## src/rtl/dbus_arbiter.sv

```systemverilog
// Two-master data-bus arbiter: master 0 (load/store path) has priority, bounded
// by a starvation counter that forces a master 1 grant after MAX_CONSEC wins.
module dbus_arbiter #(
  parameter int unsigned           ADDR_WIDTH = 32,
  parameter int unsigned           DATA_WIDTH = 32,
  parameter logic [ADDR_WIDTH-1:0] UART_BASE  = 32'h8000_0000,
  parameter logic [ADDR_WIDTH-1:0] UART_MASK  = 32'hF000_0000,
  parameter int unsigned           MAX_CONSEC = 4
) (
  input  logic                  clk,
  input  logic                  reset,
  input  logic                  m0_req,
  input  logic                  m0_we,
  input  logic [ADDR_WIDTH-1:0] m0_addr,
  input  logic [DATA_WIDTH-1:0] m0_wdata,
  output logic                  m0_gnt,
  output logic                  m0_rvalid,
  output logic [DATA_WIDTH-1:0] m0_rdata,
  input  logic                  m1_req,
  input  logic                  m1_we,
  input  logic [ADDR_WIDTH-1:0] m1_addr,
  input  logic [DATA_WIDTH-1:0] m1_wdata,
  output logic                  m1_gnt,
  output logic                  m1_rvalid,
  output logic [DATA_WIDTH-1:0] m1_rdata,
  output logic [ADDR_WIDTH-1:0] s_addr,
  output logic [DATA_WIDTH-1:0] s_wdata,
  output logic                  s_we,
  output logic                  s_re,
  output logic                  s_dmem_sel,
  output logic                  s_uart_sel,
  input  logic [DATA_WIDTH-1:0] s_rdata,
  output logic                  core_stall
);

  localparam int unsigned   CW        = (MAX_CONSEC > 0) ? $clog2(MAX_CONSEC + 1) : 1;
  localparam logic [CW-1:0] STARV_MAX = CW'(MAX_CONSEC);

  typedef enum logic [1:0] {
    IDLE = 2'd0,
    GNT0 = 2'd1,
    GNT1 = 2'd2
  } state_e;

  state_e                state_q, state_d;
  logic [CW-1:0]         starv_cnt_q, starv_cnt_d;
  logic                  m0_rvalid_q, m0_rvalid_d;
  logic                  m1_rvalid_q, m1_rvalid_d;
  logic [DATA_WIDTH-1:0] m0_rdata_q, m0_rdata_d;
  logic [DATA_WIDTH-1:0] m1_rdata_q, m1_rdata_d;
  logic                  busy;

  always_comb begin
    state_d     = state_q;
    starv_cnt_d = starv_cnt_q;
    case (state_q)
      IDLE: begin
        if (m0_req && m1_req) begin
          if (starv_cnt_q == STARV_MAX) begin
            state_d     = GNT1;
            starv_cnt_d = '0;
          end else begin
            // Only reached below STARV_MAX, so the increment saturates by construction.
            state_d     = GNT0;
            starv_cnt_d = starv_cnt_q + 1'b1;
          end
        end else if (m0_req) begin
          state_d     = GNT0;
          starv_cnt_d = '0;
        end else if (m1_req) begin
          state_d     = GNT1;
          starv_cnt_d = '0;
        end
      end
      default: state_d = IDLE;
    endcase
  end

  always_comb begin
    s_addr  = '0;
    s_wdata = '0;
    s_we    = 1'b0;
    s_re    = 1'b0;
    case (state_q)
      GNT0: begin
        s_addr  = m0_addr;
        s_wdata = m0_wdata;
        s_we    = m0_req & m0_we;
        s_re    = m0_req & ~m0_we;
      end
      GNT1: begin
        s_addr  = m1_addr;
        s_wdata = m1_wdata;
        s_we    = m1_req & m1_we;
        s_re    = m1_req & ~m1_we;
      end
      default: ;
    endcase
    busy       = (state_q == GNT0) || (state_q == GNT1);
    s_uart_sel = busy && ((s_addr & UART_MASK) == UART_BASE);
    s_dmem_sel = busy && !s_uart_sel;
  end

  always_comb begin
    m0_rvalid_d = (state_q == GNT0) && s_re;
    m1_rvalid_d = (state_q == GNT1) && s_re;
    m0_rdata_d  = m0_rvalid_d ? s_rdata : m0_rdata_q;
    m1_rdata_d  = m1_rvalid_d ? s_rdata : m1_rdata_q;
  end

  always_ff @(posedge clk or negedge reset) begin
    if (!reset) begin
      state_q     <= IDLE;
      starv_cnt_q <= '0;
      m0_rvalid_q <= 1'b0;
      m1_rvalid_q <= 1'b0;
      m0_rdata_q  <= '0;
      m1_rdata_q  <= '0;
    end else begin
      state_q     <= state_d;
      starv_cnt_q <= starv_cnt_d;
      m0_rvalid_q <= m0_rvalid_d;
      m1_rvalid_q <= m1_rvalid_d;
      m0_rdata_q  <= m0_rdata_d;
      m1_rdata_q  <= m1_rdata_d;
    end
  end

  assign m0_gnt     = (state_q == GNT0);
  assign m1_gnt     = (state_q == GNT1);
  assign m0_rvalid  = m0_rvalid_q;
  assign m1_rvalid  = m1_rvalid_q;
  assign m0_rdata   = m0_rdata_q;
  assign m1_rdata   = m1_rdata_q;
  assign core_stall = m0_req & ~m0_gnt;

endmodule

```

## config.mk

```make
export PLATFORM = sky130hd
export DESIGN_NAME = dbus_arbiter
export DESIGN_NICKNAME = d
export VERILOG_FILES = /design/src/rtl/dbus_arbiter.sv
export SDC_FILE = /design/constraint.sdc
export NUM_CORES = 1
export LEC_CHECK = 0
export ABC_AREA = 1
export CAP_MARGIN = 5
export CORE_AREA = 3 3 118 120
export CTS_BUF_LIST = sky130_fd_sc_hd__clkbuf_8
export DETAILED_ROUTE_END_ITERATION = 10
export DIE_AREA = 0 0 121 123
export DONT_BUFFER_PORTS = 1
export HOLD_SLACK_MARGIN = 0.02
export SYNTH_ARGS = -nofsm -noshare
export SYNTH_HDL_FRONTEND = slang
export SYNTH_SLANG_ARGS = --single-unit
```

## constraint.sdc

```tcl
create_clock -name clk -period 1.8 [get_ports clk]
set_clock_uncertainty 0.15 [all_clocks]
set_input_delay 0.18 -clock clk [delete_from_list [all_inputs] [get_ports clk]]
set_output_delay 0.18 -clock clk [all_outputs]
set_load 0.01 [all_outputs]
```

==> results.py, run 1 <==
metrics = {
    "routing": {
        "drt-total-wl_mm": 20.9,
        "postRouteAntennaNets": 0,
        "wl_per_cell_um": 23.5,
        "drtPass1Iterations": 6,
        "drc": 0,
        "drt_iter0_markers": 313,
        "num_vias": 4964,
        "drt-vias-per-instance": 5.58,
    },
    "power": {
        "switching_share": 0.441,
        "power.switching_mw": 3.87,
        "p_per_area_mw_per_mm2": 1140,
        "power.internal_mw": 4.91,
        "clkPwrFrac": 0.131,
        "ir_drop_mv": 0.549,
        "p_leak_nw": 3.55,
        "pwr-share-comb": 0.495,
        "power_frac_seq": 0.373,
    },
    "worst_setup_path": {
        "crit_buf_inv": 4,
        "worstPathCellList": "inv_2 > buf_6 > ha_4 > buf_12 > nand2_4 > nand2_4 > nand2_4 > nand2_4 > nor2_4 > buf_6",
        "start_kind": "flop",
        "crit_required_ns": 1.47,
        "cpPeakStageDelay_ns": 0.39,
        "cp_common_cell": "nand2_4",
        "worst-setup-path-type": "flop to primary output",
        "endpoint_kind": "primary output",
        "crit_fanout": 6,
        "critical_path.top_delay_family": "buffers and inverters",
        "slowest_stage": "dfrtp_1",
        "cp.depth": 10,
        "reg2reg_depth": 13,
        "arrival_ns": 1.79,
    },
    "sta": {
        "hold_ws_ns": -0.635,
        "relSlewSlack": 0.781,
        "setup_viol": 136,
        "hold_viol_final": 71,
        "maxSlewViolCount": 0,
        "setup_slack_ns": -0.321,
        "fin_crit_ns": 2.12,
        "fin_tns_setup_ns": -37.16,
        "period_share": 1.18,
        "worst_pin_slew_ns": 0.329,
        "rsz0062_at_grt": "yes",
        "clock.fmax_mhz": 471,
    },
    "synth": {
        "avgSynthCellArea_um2": 7.24,
        "syn_nets": 733,
        "synthMuxAreaShare": 0,
        "syn_inst": 562,
        "ys_top_cells_by_count": "269 x nand2_1, 71 x dfrtp_1, 66 x nand4_1",
        "synthesis.area_mm2": 0.00407,
        "synth_compound_area_frac": 0.0827,
        "ys_top_cells_by_area": "dfrtp_1 44%, nand2_1 25%, nand4_1 10%",
        "yosysSeqAreaShare": 0.437,
        "synth-xor-area-share": 0.00215,
        "synth-edff-count": 0,
        "synthSimpleGateAreaFrac": 0.372,
        "post-synth-top-count-cell": "nand2_1",
        "synth_top_family_by_area": "simple AND/OR/NAND/NOR gates",
        "yosysTopAreaCellShare": 0.437,
        "ys_seq_elements": 71,
        "yosysUniqueCellTypes": 19,
        "yosysTopAreaCell": "dfrtp_1",
        "synthArstFlopShare": 1.00,
        "synth_warnings": 0,
        "synthFlopType": "dfrtp_1",
        "synthAdderAreaFrac": 0.0154,
    },
    "global_routing": {
        "grt_overflow_total": 0,
        "grt_first_pass_wirelength_mm": 28.1,
        "grt_pass1_vias": 4929,
        "grt_max_degree": 72,
        "antenna_found_initial": 0,
        "grt.total_usage": 0.247,
    },
    "floorplan": {
        "die_h_um": 123,
        "core_mm2": 0.0131,
        "initial_utilization": 0.311,
        "top_level_ports": 303,
        "dieArea_mm2": 0.0149,
        "rows": 42,
        "die_x_um": 121,
    },
    "clocking": {
        "clk_path_buf_depth": 2,
        "clock_latency_ns": 0.35,
        "clkSinkCount": 71,
        "htree_levels": 3,
        "cts-root-buf": "clkbuf_8",
        "cts_tree": "done",
        "cts_buffers": 9,
        "clk_pin_slew_ns": 0.08,
        "cts_hold_buf": 34,
    },
    "placed_design": {
        "io_buffers": 0,
        "gp_congestion": 0.925,
        "dp_hpwl_mm": 11.7,
        "place_ws_ns": -0.103,
    },
    "hold_path": {
        "hold_path_class": "input port to async pin",
    },
    "layout": {
        "antenna_cells": 0,
        "final_util": 0.588,
        "area_growth_pct": 89.1,
        "nNetsFinal": 880,
        "drive_above_1_share": 0.557,
    },
    "run_status": {
        "outcome": "complete, but fails checks",
        "violations": "hold timing, setup timing",
    },
    "job": {
        "cap_violations": 0,
    },
}
==> cell type report <==
type / count / area (um^2)
clock inverters: 6 / 36.3
fillers: 1072 / 5390
well taps: 176 / 220
clock buffers: 10 / 138
repair buffers: 186 / 2430
inverters: 16 / 82.6
multi-input cells: 425 / 3010
flip-flops and latches: 71 / 1780
==> kinds of logic (layout without fill, tap and decap cells) <==
kind of cell / Yosys count / after routing
flops: 71 / 71
simple gates: 352 / 352
compound gates: 67 / 67
buf+inv: 66 / 218
fa+ha+maj: 5 / 5
xor+xnor: 1 / 1
==> routing by layer <==
| layer | up-vias | share of wire | GRT usage |
|---|---|---|---|
| li1 | 2162 | - | - |
| met1 | 2453 | 0.34 | 0.267 |
| met2 | 298 | 0.54 | 0.468 |
| met3 | 51 | 0.087 | 0.0631 |
| met4 | 0 | 0.031 | 0.0829 |
| met5 | - | 0 | 0 |
==> sequential cells by signal, indices dropped and copies added, names as in the netlist <==
name	flops
m0_rdata	32
m1_rdata	32
starv_cnt_q	3
state_q	2
m0_rvalid	1
m1_rvalid	1
==> worst register-to-register path, delay by kind of cell, from the launching register on <==
kind / cells / cell delay [ns]
adders and majority gates: 1 / 0.21
buffers and inverters: 7 / 0.87
DFF: 1 / 0.41
and+or+nand+nor: 5 / 0.39
==> final timing paths <==
path | from | to | slack, ns
hold reg to reg | m1_rdata[31]$_DFFE_PN0P_ | m1_rdata[31]$_DFFE_PN0P_ | 0.40
min in group clk | m0_req | m1_rdata[18]$_DFFE_PN0P_ | 0.30
setup / recovery | state_q[1]$_DFFE_PN0P_ | s_uart_sel | -0.32
setup reg to reg | state_q[1]$_DFFE_PN0P_ | m1_rdata[3]$_DFFE_PN0P_ | -0.32
hold / removal | reset | m0_rdata[5]$_DFFE_PN0P_ | -0.64
max in group asynchronous | reset | m0_rdata[26]$_DFFE_PN0P_ | 2.02
==> per-stage QoR <==
step	power [mW]	hold WS, ns	cells	instance area (um^2)
finish	8.78	-0.635	890	7700
CTS	7.82	-0.651	879	6830
detailed placement	5.43	-0.264	778	4810
global route	9.21	-0.656	890	7700
floorplan	4.41	-0.266	562	4070
global placement	5.31	-0.264	778	4810
==> what timing repair did <==
action                                 in CTS  in global routing
setup endpoints to repair                 107                137
buffers inserted                           30                 11
pin swaps                                  67                 54
endpoints found under the hold margin     140                 71
gates cloned                               21                  9
resized for setup                         178                207
==> power by group through the flow <==
stage,clock (mW),combinational [mW],sequential [mW]
2_1_floorplan,0,1.52,2.89
3_3_place_gp,0,2.25,3.06
3_5_place_dp,0,2.35,3.08
4_1_cts,1.18,3.59,3.06
5_1_grt,1.23,4.64,3.35
6_report,1.15,4.35,3.28
==> cell usage in the layout (no fill, tap or decap) <==
master / instances
nand2_4: 68
nand4_1: 66
clkinv_2: 4
buf_8: 6
o22ai_1: 1
buf_6: 27
dlygate4sd3_1: 34
nand2_1: 123
inv_4: 2
clkbuf_16: 9
buf_16: 14
ha_1: 2
buf_12: 23
bufbuf_16: 3
buf_4: 70
clkinvlp_4: 1
a21oi_1: 2
clkbuf_8: 10
xor2_1: 1
nand2_2: 79
clkinv_4: 3
nand3_1: 3
a21oi_4: 7
a21oi_2: 53
inv_2: 4
nor2_2: 1
ha_4: 3
o21ai_0: 4
inv_8: 1
nand3_2: 3
inv_1: 7
dfrtp_1: 71
nand3_4: 3
nor2_1: 2
nor2_4: 4
Note: power is estimated with default switching activity, not from simulation.
==> inputs of run 2 (changes only) <==
- REMOVE_ABC_BUFFERS: unset -> 1
==> results.py, run 2 (same netlist as run 1, synthesis figures left out) <==
metrics = {
    "run_status": {
        "outcome": "complete, but fails checks",
        "violations": "hold timing, setup timing",
    },
    "global_routing": {
        "grt.total_usage": 0.210,
        "antenna_found_initial": 0,
        "grt_overflow_total": 0,
        "grt_max_degree": 72,
        "grt_pass1_vias": 4468,
        "grt_first_pass_wirelength_mm": 24.2,
    },
    "hold_path": {
        "hold_path_class": "input port to async pin",
    },
    "routing": {
        "drt_iter0_markers": 263,
        "drtPass1Iterations": 4,
        "drt-vias-per-instance": 5.34,
        "num_vias": 4622,
        "drt-total-wl_mm": 17.5,
        "wl_per_cell_um": 20.2,
        "drc": 0,
        "postRouteAntennaNets": 0,
    },
    "placed_design": {
        "gp_congestion": 0.959,
        "dp.cells": 785,
        "io_buffers": 0,
        "dp_hpwl_mm": 11.6,
        "place_ws_ns": 0.0368,
    },
    "layout": {
        "final_common_cell": "nand2_1",
        "area_growth_pct": 57.3,
        "nNetsFinal": 855,
        "finalNonFillerCells": 865,
        "final_util": 0.489,
        "antenna_cells": 0,
        "drive_above_1_share": 0.366,
        "final_cell_mix": "236 x nand2_1, 81 x buf_4, 71 x dfrtp_1",
    },
    "worst_setup_path": {
        "endpoint_kind": "primary output",
        "reg2reg_depth": 11,
        "critical_path.top_delay_family": "buffers and inverters",
        "crit_fanout": 4,
        "cpPeakStageDelay_ns": 0.40,
        "r2r_setup_slack_ns": -0.22,
        "rr_endpoint": "m1_rdata[14]$_DFFE_PN0P_",
        "slowest_stage": "dfrtp_1",
        "arrival_ns": 1.76,
        "worst-setup-path-type": "flop to primary output",
        "r2r_start": "state_q[0]$_DFFE_PN0P_",
        "start_kind": "flop",
        "crit_buf_inv": 4,
        "worstPathCellList": "buf_4 > ha_4 > clkbuf_16 > nand2_1 > nand2_1 > inv_2 > nand3_2 > nor2_4 > buf_6",
        "crit_required_ns": 1.47,
        "cp_common_cell": "nand2_1",
    },
    "floorplan": {
        "die_h_um": 123,
        "initial_utilization": 0.311,
        "die_x_um": 121,
        "top_level_ports": 303,
        "core_mm2": 0.0131,
        "dieArea_mm2": 0.0149,
        "rows": 42,
    },
    "sta": {
        "setup_slack_ns": -0.286,
        "rsz0062_at_grt": "yes",
        "setup_viol": 136,
        "fin_crit_ns": 2.09,
        "period_share": 1.16,
        "hold_viol_final": 71,
        "hold_ws_ns": -0.622,
        "clock.fmax_mhz": 479,
        "worst_pin_slew_ns": 0.483,
        "relSlewSlack": 0.678,
        "maxSlewViolCount": 0,
        "fin_tns_setup_ns": -24.20,
    },
    "clocking": {
        "htree_levels": 3,
        "cts_hold_buf": 34,
        "clkSinkCount": 71,
        "clk_path_buf_depth": 2,
        "clk_pin_slew_ns": 0.07,
        "clock_latency_ns": 0.34,
        "cts_buffers": 9,
        "cts_tree": "done",
        "cts-root-buf": "clkbuf_8",
    },
    "power": {
        "ir_drop_mv": 0.455,
        "p_per_area_mw_per_mm2": 1210,
        "fin_total_pwr_mw": 7.74,
        "p_leak_nw": 3.02,
    },
    "job": {
        "cap_violations": 0,
    },
}
-- run 2: per-layer routing --
metal,track usage,vias to the layer above,share of wire
li1,-,2101,-
met1,0.230,2209,0.36
met2,0.378,274,0.51
met3,0.0672,38,0.093
met4,0.0807,0,0.032
met5,0,-,0
-- run 2: worst max path at each step --
| stage | startpoint | to | slack, ns | cells past startpoint |
|---|---|---|---|---|
| final | state_q[1]$_DFFE_PN0P_ | s_uart_sel | -0.29 | 9 |
| after CTS | state_q[1]$_DFFE_PN0P_ | s_uart_sel | -0.30 | 9 |
| after global routing | state_q[0]$_DFFE_PN0P_ | s_uart_sel | -0.37 | 8 |
| after floorplan | state_q[0]$_DFFE_PN0P_ | m0_rdata[0]$_DFFE_PN0P_ | -2.47 | 7 |
| after global placement | state_q[0]$_DFFE_PN0P_ | s_uart_sel | 0.05 | 7 |
| after detailed placement | state_q[0]$_DFFE_PN0P_ | s_uart_sel | 0.04 | 7 |
-- run 2: stage by stage --
step	hold WS [ns]	instance area, um^2
finish	-0.622	6400
detailed placement	-0.264	4850
global placement	-0.264	4850
floorplan	-0.266	3760
global route	-0.653	6400
CTS	-0.652	5940
-- run 2: worst reg2reg max path, stage by stage, from the launching register on --
cell     delay (ns)
dfrtp_1        0.40
inv_2          0.12
ha_4           0.23
buf_6          0.15
buf_6          0.10
nand3_4        0.07
nand2_4        0.08
buf_8          0.14
nand3_2        0.11
buf_12         0.18
nand2_1        0.10
nand2_1        0.07
-- run 2: repair_timing --
item	CTS	global route
resized for setup	87	74
endpoints found under the hold margin	140	71
setup buffers	8	11
pin swaps	16	16
endpoints found under the setup margin	70	135
gates cloned	7	5
-- run 2: layout make-up --
cell class,instances,area [um^2]
Clock buffer,11,151
Clock inverter,5,32.5
Fill cell,1197,6680
Inverter,16,72.6
Multi-Input combinational cell,425,2350
Sequential cell,71,1780
Tap cell,176,220
Timing Repair Buffer,161,1800
-- run 2: power by group --
| part | leakage (nW) | internal, mW | switching, mW |
|---|---|---|---|
| logic | 1.98 | 1.63 | 1.90 |
| clock network | 0.0873 | 0.570 | 0.587 |
| registers | 0.951 | 2.24 | 0.815 |
| total | 3.02 | 4.43 | 3.30 |
